<file path="config.mk">
export PLATFORM = sky130hd
export DESIGN_NAME = mem_access_seq
export DESIGN_NICKNAME = d
export VERILOG_FILES = /design/src/rtl/mem_pkg.sv /design/src/rtl/lane_merge.sv /design/src/rtl/mem_access_seq.sv
export SDC_FILE = /design/constraint.sdc
export NUM_CORES = 1
export LEC_CHECK = 0
export ABC_AREA = 1
export CAP_MARGIN = 25
export CORE_MARGIN = 2
export CORE_UTILIZATION = 51
export CTS_CLUSTER_DIAMETER = 200
export DETAILED_ROUTE_END_ITERATION = 10
export PLACE_DENSITY = 0.8
export SYNTH_ARGS = -nofsm -noshare
export SYNTH_HDL_FRONTEND = slang
export SYNTH_HIERARCHICAL = 1
export SYNTH_SLANG_ARGS = --single-unit
</file>
<file path="constraint.sdc">
create_clock -name i_clk -period 3.2 [get_ports i_clk]
set_clock_uncertainty 0.2 [all_clocks]
set_input_delay 0.64 -clock i_clk [delete_from_list [all_inputs] [get_ports i_clk]]
set_output_delay 0.64 -clock i_clk [all_outputs]
set_load 0.01 [all_outputs]
</file>
<file path="src/rtl/mem_pkg.sv">
// rtl/mem_pkg.sv - op codes, FSM states and byte-order helper shared by mem_access_seq
// Purpose: common definitions for the memory access sequencer and its lane merge unit.
// Contents: OP_* access codes, state_t FSM encoding, byte_rev() register/memory order swap.
package mem_pkg;

  localparam logic [2:0] OP_SB = 3'd0;
  localparam logic [2:0] OP_SW = 3'd1;
  localparam logic [2:0] OP_SH = 3'd2;
  localparam logic [2:0] OP_LB = 3'd3;
  localparam logic [2:0] OP_LW = 3'd4;
  localparam logic [2:0] OP_LH = 3'd5;

  typedef enum logic [2:0] {
    IDLE,
    READ,
    WAIT,
    WRITE,
    DONE,
    ERR
  } state_t;

  // Memory keeps byte offset 0 in the top lane; registers keep it in the bottom byte.
  function automatic logic [31:0] byte_rev(input logic [31:0] d);
    return {d[7:0], d[15:8], d[23:16], d[31:24]};
  endfunction

endpackage

</file>
<file path="src/rtl/lane_merge.sv">
// rtl/lane_merge.sv - byte lane merge for stores and lane extract for loads
// Purpose: combinational conversion between register byte order and memory lanes.
// Ports:
//   i_op        access type (OP_*)
//   i_offset    byte offset within the word (addr[1:0])
//   i_rbuf      memory word read back (memory byte order)
//   i_wdata     store data (register byte order)
//   o_mem_wdata full word to write to memory
//   o_load_next zero-extended load result (register byte order)
module lane_merge
  import mem_pkg::*;
(
  input  logic [2:0]  i_op,
  input  logic [1:0]  i_offset,
  input  logic [31:0] i_rbuf,
  input  logic [31:0] i_wdata,
  output logic [31:0] o_mem_wdata,
  output logic [31:0] o_load_next
);

  logic [7:0] w_lane [4];
  logic [7:0] w_mrg  [4];
  logic [1:0] w_off1;

  // Lane k holds byte offset k, lane 0 being the most significant byte.
  assign w_lane[0] = i_rbuf[31:24];
  assign w_lane[1] = i_rbuf[23:16];
  assign w_lane[2] = i_rbuf[15:8];
  assign w_lane[3] = i_rbuf[7:0];

  // Only meaningful for aligned halfwords, where offset is 0 or 2.
  assign w_off1 = i_offset + 2'd1;

  always_comb begin
    for (int k = 0; k < 4; k++) w_mrg[k] = w_lane[k];
    o_load_next = 32'h0;
    case (i_op)
      OP_SB: w_mrg[i_offset] = i_wdata[7:0];
      OP_SH: begin
        w_mrg[i_offset] = i_wdata[7:0];
        w_mrg[w_off1]   = i_wdata[15:8];
      end
      OP_LB: o_load_next = {24'h0, w_lane[i_offset]};
      OP_LH: o_load_next = {16'h0, w_lane[w_off1], w_lane[i_offset]};
      OP_LW: o_load_next = byte_rev(i_rbuf);
      default: ;
    endcase
    o_mem_wdata = (i_op == OP_SW) ? byte_rev(i_wdata)
                                  : {w_mrg[0], w_mrg[1], w_mrg[2], w_mrg[3]};
  end

endmodule

</file>
<file path="src/rtl/mem_access_seq.sv">
// rtl/mem_access_seq.sv - multicycle load/store sequencer in front of a word-wide memory
// Purpose: runs read / wait / merge / write for one byte, half or word access at a time.
// Ports:
//   i_clk, i_reset_n          clock, asynchronous active-low reset
//   i_req, i_op, i_addr,      request (sampled only while o_ready), access type,
//   i_wdata                   byte address, store data in register order
//   o_ready                   idle and able to accept a request
//   o_done, o_err             completion pulse, misaligned/illegal request pulse
//   o_load_data               last load result, zero-extended, register order
//   o_mem_addr, o_mem_rd,     memory word address and read strobe
//   o_mem_wr, o_mem_wdata     memory write strobe and full write word
//   i_mem_rdata               memory read data, valid MEM_LATENCY cycles after o_mem_rd
module mem_access_seq
  import mem_pkg::*;
#(
  parameter int unsigned MEM_LATENCY = 1
) (
  input  logic        i_clk,
  input  logic        i_reset_n,
  input  logic        i_req,
  input  logic [2:0]  i_op,
  input  logic [31:0] i_addr,
  input  logic [31:0] i_wdata,
  output logic        o_ready,
  output logic        o_done,
  output logic        o_err,
  output logic [31:0] o_load_data,
  output logic [31:0] o_mem_addr,
  output logic        o_mem_rd,
  output logic        o_mem_wr,
  output logic [31:0] o_mem_wdata,
  input  logic [31:0] i_mem_rdata
);

  localparam logic [2:0] LAT_M1 = 3'(MEM_LATENCY - 1);

  state_t      r_state, w_next;
  logic [2:0]  r_cnt;
  logic [2:0]  r_op;
  logic [31:0] r_addr, r_wdata, r_rbuf, r_load;
  logic        w_aligned, w_req_ok, w_is_load;
  logic [31:0] w_rbuf_src, w_load_next;

  always_comb begin
    w_aligned = 1'b1;
    case (i_op)
      OP_SH, OP_LH: w_aligned = ~i_addr[0];
      OP_SW, OP_LW: w_aligned = (i_addr[1:0] == 2'b00);
      default: ;
    endcase
    w_req_ok = w_aligned && (i_op <= OP_LH);
  end

  assign w_is_load = (r_op == OP_LB) || (r_op == OP_LW) || (r_op == OP_LH);

  // On the last WAIT cycle the word is still on the bus, not yet in r_rbuf.
  assign w_rbuf_src = (r_state == WAIT) ? i_mem_rdata : r_rbuf;

  lane_merge u_lane_merge (
    .i_op        (r_op),
    .i_offset    (r_addr[1:0]),
    .i_rbuf      (w_rbuf_src),
    .i_wdata     (r_wdata),
    .o_mem_wdata (o_mem_wdata),
    .o_load_next (w_load_next)
  );

  always_ff @(posedge i_clk or negedge i_reset_n) begin
    if (!i_reset_n) r_state <= IDLE;
    else            r_state <= w_next;
  end

  always_comb begin
    w_next   = r_state;
    o_ready  = 1'b0;
    o_mem_rd = 1'b0;
    o_mem_wr = 1'b0;
    o_done   = 1'b0;
    o_err    = 1'b0;
    case (r_state)
      IDLE: begin
        o_ready = 1'b1;
        if (i_req) begin
          if (!w_req_ok)           w_next = ERR;
          else if (i_op == OP_SW)  w_next = WRITE;
          else                     w_next = READ;
        end
      end
      READ: begin
        o_mem_rd = 1'b1;
        w_next   = WAIT;
      end
      WAIT:  if (r_cnt == 3'd0) w_next = w_is_load ? DONE : WRITE;
      WRITE: begin
        o_mem_wr = 1'b1;
        w_next   = DONE;
      end
      DONE: begin
        o_done = 1'b1;
        w_next = IDLE;
      end
      ERR: begin
        o_err  = 1'b1;
        w_next = IDLE;
      end
      default: w_next = IDLE;
    endcase
  end

  always_ff @(posedge i_clk or negedge i_reset_n) begin
    if (!i_reset_n) begin
      r_cnt   <= 3'd0;
      r_op    <= OP_SB;
      r_addr  <= 32'h0;
      r_wdata <= 32'h0;
      r_rbuf  <= 32'h0;
      r_load  <= 32'h0;
    end else begin
      if (r_state == IDLE && i_req && w_req_ok) begin
        r_op    <= i_op;
        r_addr  <= i_addr;
        r_wdata <= i_wdata;
      end
      if (r_state == READ) r_cnt <= LAT_M1;
      if (r_state == WAIT) begin
        if (r_cnt == 3'd0) begin
          r_rbuf <= i_mem_rdata;
          if (w_is_load) r_load <= w_load_next;
        end else begin
          r_cnt <= r_cnt - 3'd1;
        end
      end
    end
  end

  assign o_mem_addr  = {r_addr[31:2], 2'b00};
  assign o_load_data = r_load;

endmodule

</file>
Word level (Yosys, flattened, before mapping)
Cells that the tools add are included.
{"block": "totals", "reg_bits": 137, "output_inout_bits": 101}
{"block": "op_classes", "addsub": 2, "n_lt_le_gt_ge": 5, "eq_ne": 16, "muxes": 31, "bitwise": 3, "n_reduce_logical": 16}
{"operator": "32-bit case mux with 3 select lines", "count": 1}
{"operator": "32-bit bitwise mux", "count": 2}
{"operator": "32-bit 2-to-1 mux", "count": 2}
{"operator": "32-bit case mux with 2 select lines", "count": 1}
{"operator": "8-bit 2-to-1 mux", "count": 6}
{"operator": "8-bit binary-select mux with 2-bit select", "count": 2}
{"operator": "8-bit demux with 2-bit select", "count": 2}
{"operator": "3-bit 2-to-1 mux", "count": 7}
{"operator": "3-bit equality test, second input constant", "count": 6}
{"operator": "3-bit by 2-bit equality test with 1-bit output, second input constant", "count": 5}
{"operator": "3-bit case mux with 4 select lines", "count": 1}
{"operator": "3-bit by 1-bit equality test with 1-bit output, second input constant", "count": 3}
{"operator": "3-bit zero test", "count": 3}
{"operator": "3-bit >= comparator, second input constant", "count": 2}
{"operator": "3-bit by 1-bit < comparator with 1-bit output, second input constant", "count": 2}
{"operator": "2-bit inverter with 3-bit output", "count": 2}
{"operator": "1-bit logical AND", "count": 5}
{"operator": "1-bit 2-to-1 mux", "count": 5}
{"operator": "2-bit AND reduction", "count": 2}
{"operator": "2-bit OR reduction", "count": 2}
{"operator": "3-bit <= comparator, second input constant", "count": 1}
{"operator": "3-bit AND reduction", "count": 1}
{"operator": "3-bit by 1-bit subtractor with 3-bit output, second input constant", "count": 1}
{"operator": "2-bit by 1-bit adder with 2-bit output, second input constant", "count": 1}
{"operator": "other kinds (7)", "count": 8}

Logic depth before layout (Yosys ltp)
Gate-level depths: netlist of run 1.
{"block": "logic_depth", "ltp_word": 9, "ltp_mapped": 16, "depth_no_buf": 14}

Modules after synthesis
Netlist of run 1, hierarchy kept.
{"mod": "mem_access_seq", "n_inst": 1, "cells_per_inst": 724, "area_each_um2": 6124.6}
{"mod": "lane_merge", "n_inst": 1, "cells_per_inst": 565, "area_each_um2": 2448.6}

Worst setup path after synthesis of run 1
No wires, ideal clock.
{"block": "synth_timing", "path_type": "register -> output", "from": "register r_state[2]", "to": "output port o_mem_wdata[16]", "arrival_time_ps": 1805, "path_slack_ps": 555, "path_stages_with_launch": 14, "path_cell_list": "dfrtp_1 > inv_1 > nand2_2 > nor2_4 > inv_2 > buf_2 > clkbuf_1 > o21ai_0 > inv_1 > o21ai_0 > nand2_1 > nand2_1 > nand2_1 > nand2_1"}
{"block": "synth_via", "elab_chain_cells": 6}
{"item": "start: declaration", "line": "mem_access_seq.sv:37", "text": "state_t r_state, w_next;"}
{"item": "start signal: assignment", "line": "mem_access_seq.sv:70", "text": "else r_state <= w_next;"}
{"item": "3-bit by 2-bit equality test with 1-bit output *", "line": "mem_access_seq.sv:57", "text": "assign w_rbuf_src = (r_state == WAIT) ? i_mem_rdata : r_rbuf;"}
{"item": "32-bit 2-to-1 mux *", "line": "mem_access_seq.sv:57"}
{"item": "named net w_rbuf_src[16]", "line": "mem_access_seq.sv:42", "text": "logic [31:0] w_rbuf_src, w_load_next;"}
{"item": "32-bit bitwise mux", "line": "lane_merge.sv:38, lane_merge.sv:40"}
{"item": "32-bit bitwise mux", "line": "lane_merge.sv:41", "text": "w_mrg[w_off1] = i_wdata[15:8];"}
{"item": "32-bit case mux with 2 select lines *", "line": "lane_merge.sv:37", "text": "case (i_op)"}
{"item": "32-bit 2-to-1 mux *", "line": "lane_merge.sv:48", "text": "o_mem_wdata = (i_op == OP_SW) ? byte_rev(i_wdata)"}
{"item": "end: declaration", "line": "mem_access_seq.sv:31", "text": "output logic [31:0] o_mem_wdata,"}
The timed path passes the listed nets; every way through them passes the cells marked *.

Final worst setup path of run 1
{"block": "layout_timing", "from": "register r_state[2]", "to": "output port o_mem_wdata[9]"}
The elaborated chain is that of the path after synthesis.

==> results.sh, run 1 <==
export IMPL_outcome="finished, final reports clean"
export IMPL_critPathKind="register to output pin"
export IMPL_synth_top_family_by_area="simple AND/OR/NAND/NOR gates"
export IMPL_cts_root_buf="clkbuf_16"
export IMPL_synth_enable_flop_cells=0
export IMPL_dieArea_sq_um=17900
export IMPL_nets=1643
export IMPL_ys_warn_count=6
export IMPL_max_cap_violations=0
export IMPL_portBuffers=200
export IMPL_synthSimpleGateAreaFrac_pct=31.5
export IMPL_fp_dieH_microns=134
export IMPL_crit_path_end_kind="output pin"
export IMPL_syn_area_sq_um=8570
export IMPL_clk_latency_ns=0.42
export IMPL_rows=47
export IMPL_cts_max_level=4
export IMPL_synth_xor_area_share_pct=0.102
export IMPL_fmax_mhz=315
export IMPL_first_global_vias=8533
export IMPL_period_needed_ns=3.17
export IMPL_switching_power_uw=6260
export IMPL_fin_area_sq_um=11900
export IMPL_antenna_found_initial=0
export IMPL_fin_cells=1764
export IMPL_synth_top_cell_area_share_pct=40.0
export IMPL_synth_compound_area_share_pct=12.1
export IMPL_hold_violations=0
export IMPL_yosysMostFrequentCell="nand2_1"
export IMPL_p_seq_share_pct=23.2
export IMPL_worst_pin_slew_ns=1.02
export IMPL_arrival_ns=2.33
export IMPL_postSynthCellCount=1289
export IMPL_design_core_area_sq_um=16500
export IMPL_clkPwrFrac_pct=14.9
export IMPL_setup_viol=0
export IMPL_cts_tree="yes"
export IMPL_gp_congestion=1.02
export IMPL_routedWlPerCell_microns=15.7
export IMPL_ys_ff_latch=137
export IMPL_synth_distinct_cells=29
export IMPL_antennaDiodeCount=0
export IMPL_cts_sinks=137
export IMPL_place_area_sq_um=11100
export IMPL_avgSynthCellArea_sq_um=6.65
export IMPL_grt_pass1_wl_microns=43800
export IMPL_critPathLaunch="r_state[2]"
export IMPL_grt_overflow=0
export IMPL_internal_power_uw=7400
export IMPL_powerDensity_nw_per_um2=1150
export IMPL_hold_path_class="register to register"
export IMPL_synth_mux_area_share_pct=0
export IMPL_wl_microns=27600
export IMPL_async_flop_share_pct=100
export IMPL_pwr_share_comb_pct=61.9
export IMPL_start_kind="register"
export IMPL_ant_nets=0
export IMPL_synthAdderAreaFrac_pct=1.46
export IMPL_clk_pin_slew_ns=0.07
export IMPL_place_ws_ns=-0.271
export IMPL_hpwl_microns=20800
export IMPL_synth_area_leaders="dfrtp_1, nand2_1, inv_1, o21ai_1, nand3_1"
export IMPL_synthTopCellsByCount="nand2_1, inv_1, dfrtp_1, nor2_1, o21ai_1"
export IMPL_grtUsageTotal_pct=31.5
export IMPL_firstDrtPassIters=6
export IMPL_setup_slack_ns=0.0254
export IMPL_hp_start="o_load_data[17]"
export IMPL_drive_gt1_share_pct=14.1
export IMPL_syn_to_final_growth_pct=38.7
export IMPL_seq_area_frac_synth_pct=40.0
export IMPL_die_x_microns=134
export IMPL_viasPerCell=5.12
export IMPL_synth_largest_area_cell="dfrtp_1"
export IMPL_reg2reg_from="r_state[2]"
export IMPL_min_period_over_period_pct=99.2
export IMPL_numCtsBuffers=17
export IMPL_ys_flop_type="dfrtp_1"
export IMPL_ios=203
export IMPL_drc=0
export IMPL_power_leakage_uw=0.00636
export IMPL_p_sw_share_pct=45.8
export IMPL_num_vias=9034
export IMPL_drtIter0Drc=806
export IMPL_setup_tns_ns=0
export IMPL_start_util_pct=51.9
export IMPL_slew_viol_final=0
export IMPL_place_inst=1725
export IMPL_irDropWorstVdd_mv=0.545
export IMPL_rsz0062_at_grt="yes"
export IMPL_clock_path_buffers=2
export IMPL_required_ns=2.36
export IMPL_relSlewSlack_pct=32.1
export IMPL_grt_max_degree=65
export IMPL_crit_path_max_fanout=10
critical path: stages (launching register included):
cell,delay (ns)
dfrtp_1,0.40
inv_2,0.08
nand2_4,0.06
nor2_4,0.14
inv_4,0.08
buf_6,0.15
nand2_1,0.07
o21ai_2,0.06
buf_4,0.14
buf_4,0.13
nand2_1,0.05
nand2_1,0.04
nand2_1,0.06
nand3_1,0.08
nand2_1,0.06
inv_1,0.04
dlygate4sd2_1,0.27
registers in the layout (all words and copies together) (netlist names):
name         count
r_cnt            3
r_rbuf          32
r_addr          32
r_op             3
r_state          3
o_load_data     32
r_wdata         32
worst paths after layout:
kind	cells after the start	end	slack, ns
max	16	o_mem_wdata[9]	0.03
min	2	o_load_data[17]	0.27
max reg2reg	16	o_load_data[6]	0.78
min reg2reg	2	o_load_data[17]	0.27
max in group asynchronous	3	r_addr[0]	1.48
min in group asynchronous	2	r_rbuf[18]	0.52
kinds of logic (layout without fill, tap and decap cells):
group,after synthesis,after routing
compound gates,189,189
fa+ha+maj,10,10
simple gates,676,676
xor+xnor,1,1
buf+inv,275,529
flops,137,137
other cells,1,2
metrics by stage:
| step | hold WS (ns) | total power [uW] | util (%) |
|---|---|---|---|
| 6_report | 0.269 | 13700 | 72.0 |
| 5_1_grt | 0.291 | 14600 | 72.0 |
| 4_1_cts | 0.274 | 13500 | 71.9 |
| 3_5_place_dp | 0.259 | 11500 | 67.4 |
| 3_3_place_gp | 0.253 | 11400 | 67.4 |
| 2_1_floorplan | 0.144 | 7470 | - |
cells in the final DEF, fill, tap and decap left out, drive strengths merged, types with 10 or more instances in the layout:
cell | synthesis | routed
ha | 10 | 10
o211ai | 32 | 32
clkbuf | 14 | 29
dfrtp | 137 | 137
nand2 | 496 | 496
buf | 79 | 118
inv | 181 | 187
nand3 | 70 | 70
o21ai | 153 | 153
clkdlybuf4s15 | 0 | 12
clkdlybuf4s50 | 0 | 167
nor2 | 97 | 97
routing by layer:
layer | global-route usage (%) | part of all wire [%] | up-vias
li1 | - | - | 4424
met1 | 39.0 | 39 | 4154
met2 | 53.4 | 49 | 399
met3 | 7.34 | 7.8 | 57
met4 | 12.2 | 3.6 | 0
met5 | 0 | 0 | -
cell type report:
cell class	count	area (sq um)
Timing Repair Buffer	315	2890
Clock buffer	19	453
Tap cell	220	275
Inverter	182	686
Sequential cell	137	3430
Fill cell	1367	4630
Clock inverter	13	158
Multi-Input combinational cell	878	4000
timing repair:
action,CTS,global route
buffers inserted,5,1
setup endpoints to repair,32,31
pin swaps,6,14
endpoints found under the hold margin,50,0
resized for setup,96,55
hold buffers,1,0
gates cloned,1,0
power groups by stage:
stage,clock network [uW],registers (uW),logic (uW)
after detailed placement,0,3160,8340
final,2040,3170,8450
after CTS,2060,3150,8270
after floorplan,0,3050,4420
after global routing,2140,3260,9170
after global placement,0,3130,8250
(Power assumes the default switching activity.)
==> run 2, diff against run 1 <==
--- a/config.mk
+++ b/config.mk
@@ -8,10 +8,10 @@
 export ABC_AREA = 1
 export CAP_MARGIN = 25
 export CORE_MARGIN = 2
-export CORE_UTILIZATION = 51
+export CORE_UTILIZATION = 55
 export CTS_CLUSTER_DIAMETER = 200
 export DETAILED_ROUTE_END_ITERATION = 10
-export PLACE_DENSITY = 0.8
+export PLACE_DENSITY = 0.85
 export SYNTH_ARGS = -nofsm -noshare
 export SYNTH_HDL_FRONTEND = slang
 export SYNTH_HIERARCHICAL = 1
==> constraint.sdc (replaced) <==
create_clock -name i_clk -period 4.05 [get_ports i_clk]
set_clock_uncertainty 0.2 [all_clocks]
set_input_delay 0.81 -clock i_clk [delete_from_list [all_inputs] [get_ports i_clk]]
set_output_delay 0.81 -clock i_clk [all_outputs]
set_load 0.01 [all_outputs]
==> run 2 against run 1 <==
  * Utilization is 2.8 points higher
  * Total power shrank 23%
  * Critical path depth fell by 2
  * Sequential share of layout area grew 1.3 points
  * First-iteration DRC count fell by 4.5%
  * Combinational power shrank 25%
  * Worst setup slack gained 0.091 ns
  * Critical path type unchanged
  * Highest routed layer unchanged
  * Register-to-register slack better by 0.77 ns
==> results.sh, run 2 (synthesized netlist as in run 1, its figures left out) <==
export IMPL_slew_viol_final=0
export IMPL_grt_max_degree=65
export IMPL_gp_congestion=0.964
export IMPL_first_global_vias=8614
export IMPL_max_cap_violations=0
export IMPL_multiInputGateArea_sq_um=3880
export IMPL_crit_path_end_kind="output pin"
export IMPL_portBuffers=200
export IMPL_grt_pass1_wl_microns=43400
export IMPL_setup_viol=0
export IMPL_critPathKind="register to output pin"
export IMPL_cpLargestDelayFamily="buffers and inverters"
export IMPL_ant_nets=0
export IMPL_fmax_mhz=254
export IMPL_cts_tree="yes"
export IMPL_syn_to_final_growth_pct=32.5
export IMPL_period_needed_ns=3.93
export IMPL_numCtsBuffers=17
export IMPL_grtUsageTotal_pct=33.7
export IMPL_viasPerCell=5.29
export IMPL_relSlewSlack_pct=33.7
export IMPL_worst_pin_slew_ns=0.993
export IMPL_worst_path_buf_inv=7
export IMPL_worstPathCellList="inv_2, nand2_2, nor2_4, inv_6, buf_12, o21ai_0, buf_4, clkinvlp_4, nor2_1, nor2_1, nand3_1, nand2_1, inv_1, clkdlybuf4s50_1"
export IMPL_p_total_uw=10500
export IMPL_cts_sinks=137
export IMPL_setup_tns_ns=0
export IMPL_design_core_area_sq_um=15200
export IMPL_place_area_sq_um=10700
export IMPL_fp_dieH_microns=129
export IMPL_final_cell_mix="nand2_1, clkdlybuf4s50_1, inv_1"
export IMPL_drive_gt1_share_pct=8.06
export IMPL_crit_top_cell="nor2_1"
export IMPL_hold_violations=0
export IMPL_antennaDiodeCount=0
export IMPL_start_kind="register"
export IMPL_min_period_over_period_pct=97.1
export IMPL_antenna_found_initial=0
export IMPL_final_common_cell="nand2_1"
export IMPL_required_ns=3.04
export IMPL_slowest_stage="clkdlybuf4s50_1"
export IMPL_drc=0
export IMPL_die_x_microns=129
export IMPL_arrival_ns=2.92
export IMPL_max_stage_delay_ns=0.53
export IMPL_outcome="finished, final reports clean"
export IMPL_power_leakage_uw=0.00602
export IMPL_num_vias=8871
export IMPL_crit_path_max_fanout=35
export IMPL_hold_path_class="input pin to async pin"
export IMPL_dieArea_sq_um=16600
export IMPL_rsz0062_at_grt="no"
export IMPL_routedWlPerCell_microns=16.3
export IMPL_irDropWorstVdd_mv=0.527
export IMPL_cts_max_level=4
export IMPL_clk_pin_slew_ns=0.06
export IMPL_cts_root_buf="clkbuf_16"
export IMPL_rows=45
export IMPL_ios=203
export IMPL_fill_cells=1198
export IMPL_firstDrtPassIters=6
export IMPL_drtIter0Drc=770
export IMPL_start_util_pct=56.4
export IMPL_clk_latency_ns=0.43
export IMPL_register_area_sq_um=3430
export IMPL_grt_overflow=0
export IMPL_powerDensity_nw_per_um2=922
export IMPL_hpwl_microns=20100
export IMPL_clock_path_buffers=2
export IMPL_cts_hold_buf=0
export IMPL_fin_area_sq_um=11400
export IMPL_wl_microns=27300
export IMPL_nets=1588
export IMPL_finish_utilization_pct=74.7
run 2: cell types whose count changed in the layout (fill, tap and decap cells not counted), moves of 6 or more:
cell	delta
clkdlybuf4s15_1	-6
clkdlybuf4s15_2	-6
clkdlybuf4s50_1	+31
o21ai_0	+29
o21ai_1	-12
dlygate4sd2_1	-6
o21ai_2	-14
buf_4	-49
clkbuf_2	-10
run 2: report_power, final:
group	internal [uW]	switching [uW]
Sequential	2000	525
Combinational	2730	3600
Clock	1000	612
run 2: layout make-up:
class | instances | area share, %
repair buffers | 260 | 22.1
multi-input cells | 878 | 34.1
well taps | 188 | 2.07
clock buffers | 19 | 3.99
inverters | 182 | 6.09
flip-flops and latches | 137 | 30.2
clock inverters | 13 | 1.48
run 2: repair_timing:
action / in CTS / in global routing
endpoints found under the setup margin: 0 / 15
gates resized for setup: 0 / 9
buffers inserted: 0 / 2
run 2: routing by layer:
metal  GRT usage, %  vias to the layer above  part of all wire, %
met2           56.2                      443                   48
li1               -                     4313                    -
met1           40.7                     4022                   38
met5              0                        -                    0
met4           16.9                        0                  4.6
met3           8.69                       93                  8.9
run 2: worst paths after layout:
path | from | endpoint | slack (ns) | cells after the start
max reg2reg | r_state[2] | o_load_data[5] | 1.55 | 15
max | r_state[2] | o_mem_wdata[5] | 0.12 | 14
min | i_reset_n | r_rbuf[17] | 0.15 | 1
min in group i_clk | o_load_data[7] | o_load_data[7] | 0.26 | 2
min reg2reg | o_load_data[7] | o_load_data[7] | 0.26 | 2
max in group asynchronous | i_reset_n | r_wdata[29] | 2.70 | 2
run 2: metrics by stage:
step | worst slack (ns) | hold WS, ns | instances
final | 0.116 | 0.146 | 1677
after global routing | 0.0164 | 0.195 | 1677
after CTS | 0.0571 | 0.171 | 1675
after detailed placement | 0.301 | 0.257 | 1643
after global placement | 0.313 | 0.254 | 1643
after floorplan | 1.23 | 0.246 | 1290
run 2: worst register-to-register path, cell delays in order, from the launching register on:
cell and delay [ns]:
dfrtp_1 0.39, inv_2 0.09, nand2_2 0.08, nor2_4 0.18, inv_6 0.11, buf_12 0.18, o21ai_0 0.17, buf_4 0.18
clkinvlp_4 0.17, nand2_1 0.09, o211ai_1 0.09, nand2_1 0.08, nand2_1 0.05, nand2_1 0.15, nand3_1 0.11, nand2_1 0.09
==> run 3, diff against run 2 <==
--- a/config.mk
+++ b/config.mk
@@ -8,10 +8,11 @@
 export ABC_AREA = 1
 export CAP_MARGIN = 25
 export CORE_MARGIN = 2
-export CORE_UTILIZATION = 55
+export CORE_UTILIZATION = 60
 export CTS_CLUSTER_DIAMETER = 200
 export DETAILED_ROUTE_END_ITERATION = 10
-export PLACE_DENSITY = 0.85
+export DONT_BUFFER_PORTS = 1
+export PLACE_DENSITY = 0.74
 export SYNTH_ARGS = -nofsm -noshare
 export SYNTH_HDL_FRONTEND = slang
 export SYNTH_HIERARCHICAL = 1
==> run 3 against run 2 <==
  * The flow now finishes with violations (negative hold slack)
  * Count of clock-buffer cells in the layout up 3
  * Clock power decreased by 5%
  * Utilization decreased by 10 points
  * Total power down 17%
  * First-iteration DRC count is 11% higher
  * Combinational power decreased by 31%
  * Cell count is 15% lower
  * Register-to-register slack got worse by 0.29 ns
  * Sequential power up 9.1%
  * Maximum frequency is 5.1% higher
  * Sequential share of layout area up 8.0 points
==> results.sh, run 3 (synthesized netlist as in run 1, its figures left out) <==
export IMPL_clk_pin_slew_ns=0.06
export IMPL_crit_path_end_kind="output pin"
export IMPL_ios=203
export IMPL_arrival_ns=2.73
export IMPL_max_stage_delay_ns=0.53
export IMPL_wl_met2_microns=11400
export IMPL_clk_latency_ns=0.43
export IMPL_r2r_slack_ns=1.26
export IMPL_grt_overflow=0
export IMPL_cts_max_level=4
export IMPL_final_cell_mix="nand2_1, inv_1, dfrtp_1"
export IMPL_gp_congestion=1.02
export IMPL_drtIter0Drc=855
export IMPL_fin_cells=1429
export IMPL_final_common_cell="nand2_1"
export IMPL_rsz0062_at_grt="no"
export IMPL_crit_path_max_fanout=50
export IMPL_portBuffers=0
export IMPL_min_period_over_period_pct=92.4
export IMPL_reg2reg_from="r_state[2]"
export IMPL_slowest_stage="o21ai_0"
export IMPL_critPathKind="register to output pin"
export IMPL_design_core_area_sq_um=13900
export IMPL_cpLargestDelayFamily="compound AO/OA/AOI/OAI gates"
export IMPL_dr_max_layer_used="met4"
export IMPL_syn_to_final_growth_pct=4.66
export IMPL_outcome="complete, but fails checks"
export IMPL_grtUsageTotal_pct=34.1
export IMPL_rr_worst_depth=8
export IMPL_slew_viol_final=0
export IMPL_cts_setup_buffers=0
export IMPL_dieArea_sq_um=15300
export IMPL_met3_length_microns=2450
export IMPL_worst_path_buf_inv=3
export IMPL_worst_hold_slack_ns=-0.115
export IMPL_violations="negative hold slack"
export IMPL_cts_tree="yes"
export IMPL_drt_met1_wl_microns=10000
export IMPL_drive_gt1_share_pct=5.92
export IMPL_first_global_vias=7315
export IMPL_r2r_end="r_rbuf[29]"
export IMPL_finish_utilization_pct=64.4
export IMPL_antenna_found_initial=0
export IMPL_fp_dieH_microns=124
export IMPL_powerDensity_nw_per_um2=968
export IMPL_required_ns=3.04
export IMPL_worst_pin_slew_ns=0.988
export IMPL_ant_nets=0
export IMPL_num_vias=7936
export IMPL_setup_tns_ns=0
export IMPL_clock_path_buffers=2
export IMPL_start_util_pct=61.5
export IMPL_relSlewSlack_pct=34.0
export IMPL_drc=0
export IMPL_place_inst=1398
export IMPL_cts_root_buf="clkbuf_16"
export IMPL_firstDrtPassIters=6
export IMPL_hold_path_class="input pin to async pin"
export IMPL_numCtsBuffers=17
export IMPL_hpwl_microns=18500
export IMPL_period_needed_ns=3.74
export IMPL_routedWlPerCell_microns=17.8
export IMPL_nets=1349
export IMPL_cts_sinks=137
export IMPL_wl_microns=25400
export IMPL_rows=43
export IMPL_grt_pass1_wl_microns=38800
export IMPL_antennaDiodeCount=0
export IMPL_max_cap_violations=0
export IMPL_worstPathCellList="inv_1, nand2_2, nor2_4, inv_4, buf_4, o21ai_0, o21ai_0, nor2_1, nor2_1, nor2_1"
export IMPL_setup_viol=0
export IMPL_irDropWorstVdd_mv=0.461
export IMPL_hold_violations=137
export IMPL_die_x_microns=124
export IMPL_power_leakage_uw=0.00501
export IMPL_grt_max_degree=138
export IMPL_viasPerCell=5.55
export IMPL_fmax_mhz=267
export IMPL_crit_top_cell="nor2_1"
export IMPL_start_kind="register"
run 3: cell count changes in the layout (fill, tap and decap cells not counted), moves of 2 or more:
cell,previous run,this run
clkdlybuf4s50_1,198,0
buf_4,56,20
buf_12,4,1
clkbuf_1,0,3
o21ai_0,58,55
o21ai_1,94,97
clkinv_2,2,0
clkinv_4,4,2
inv_1,172,174
run 3: worst max path at each step:
stage | start | to | depth (start not counted)
detailed placement | r_state[2] | o_mem_wdata[4] | 10
finish | r_state[2] | o_mem_wdata[2] | 10
global route | r_state[2] | o_mem_wdata[2] | 10
floorplan | r_state[2] | o_mem_wdata[16] | 13
CTS | r_state[2] | o_mem_wdata[6] | 10
global placement | r_state[2] | o_mem_wdata[4] | 10
run 3: area by class of cell:
cell class / instances / area [sq um]
inverters: 182 / 686
repair buffers: 21 / 170
multi-input cells: 878 / 3880
well taps: 180 / 225
clock buffers: 22 / 464
flip-flops and latches: 137 / 3430
fillers: 1304 / 4960
clock inverters: 9 / 118
run 3: worst reg2reg max path: stages (launching register included):
cell,delay [ns]
dfrtp_1,0.37
inv_1,0.12
nand2_2,0.10
nor2_4,0.15
inv_4,0.19
nor2_4,0.63
inv_2,0.59
nand2_1,0.21
o21ai_1,0.10
run 3: through the flow:
stage | hold WS (ns) | total power (uW) | setup WS (ns) | area, sq um
2_1_floorplan | 0.246 | 5900 | 1.23 | 8580
3_3_place_gp | 0.261 | 6980 | 0.513 | 8390
3_5_place_dp | 0.271 | 7030 | 0.457 | 8390
4_1_cts | -0.130 | 8590 | 0.0446 | 8970
5_1_grt | -0.131 | 9360 | 0.135 | 8970
6_report | -0.115 | 8680 | 0.307 | 8970
run 3: power by group:
part	switching [uW]	internal [uW]	leakage, uW
logic	3100	1300	0.00301
clock network	599	941	0.000273
registers	753	2000	0.00173
run 3: per-layer routing:
metal  vias up  global-route usage [%]
met4         0                    21.9
met5         -                       0
met3        95                    10.1
met1      3551                    43.2
met2       449                    50.8
li1       3841                       -
run 3: timing repair:
action                     in CTS  in global routing
hold endpoints to repair      137                137
resized for setup               1                  7
setup endpoints to repair       1                  8
pin swaps                       0                  0
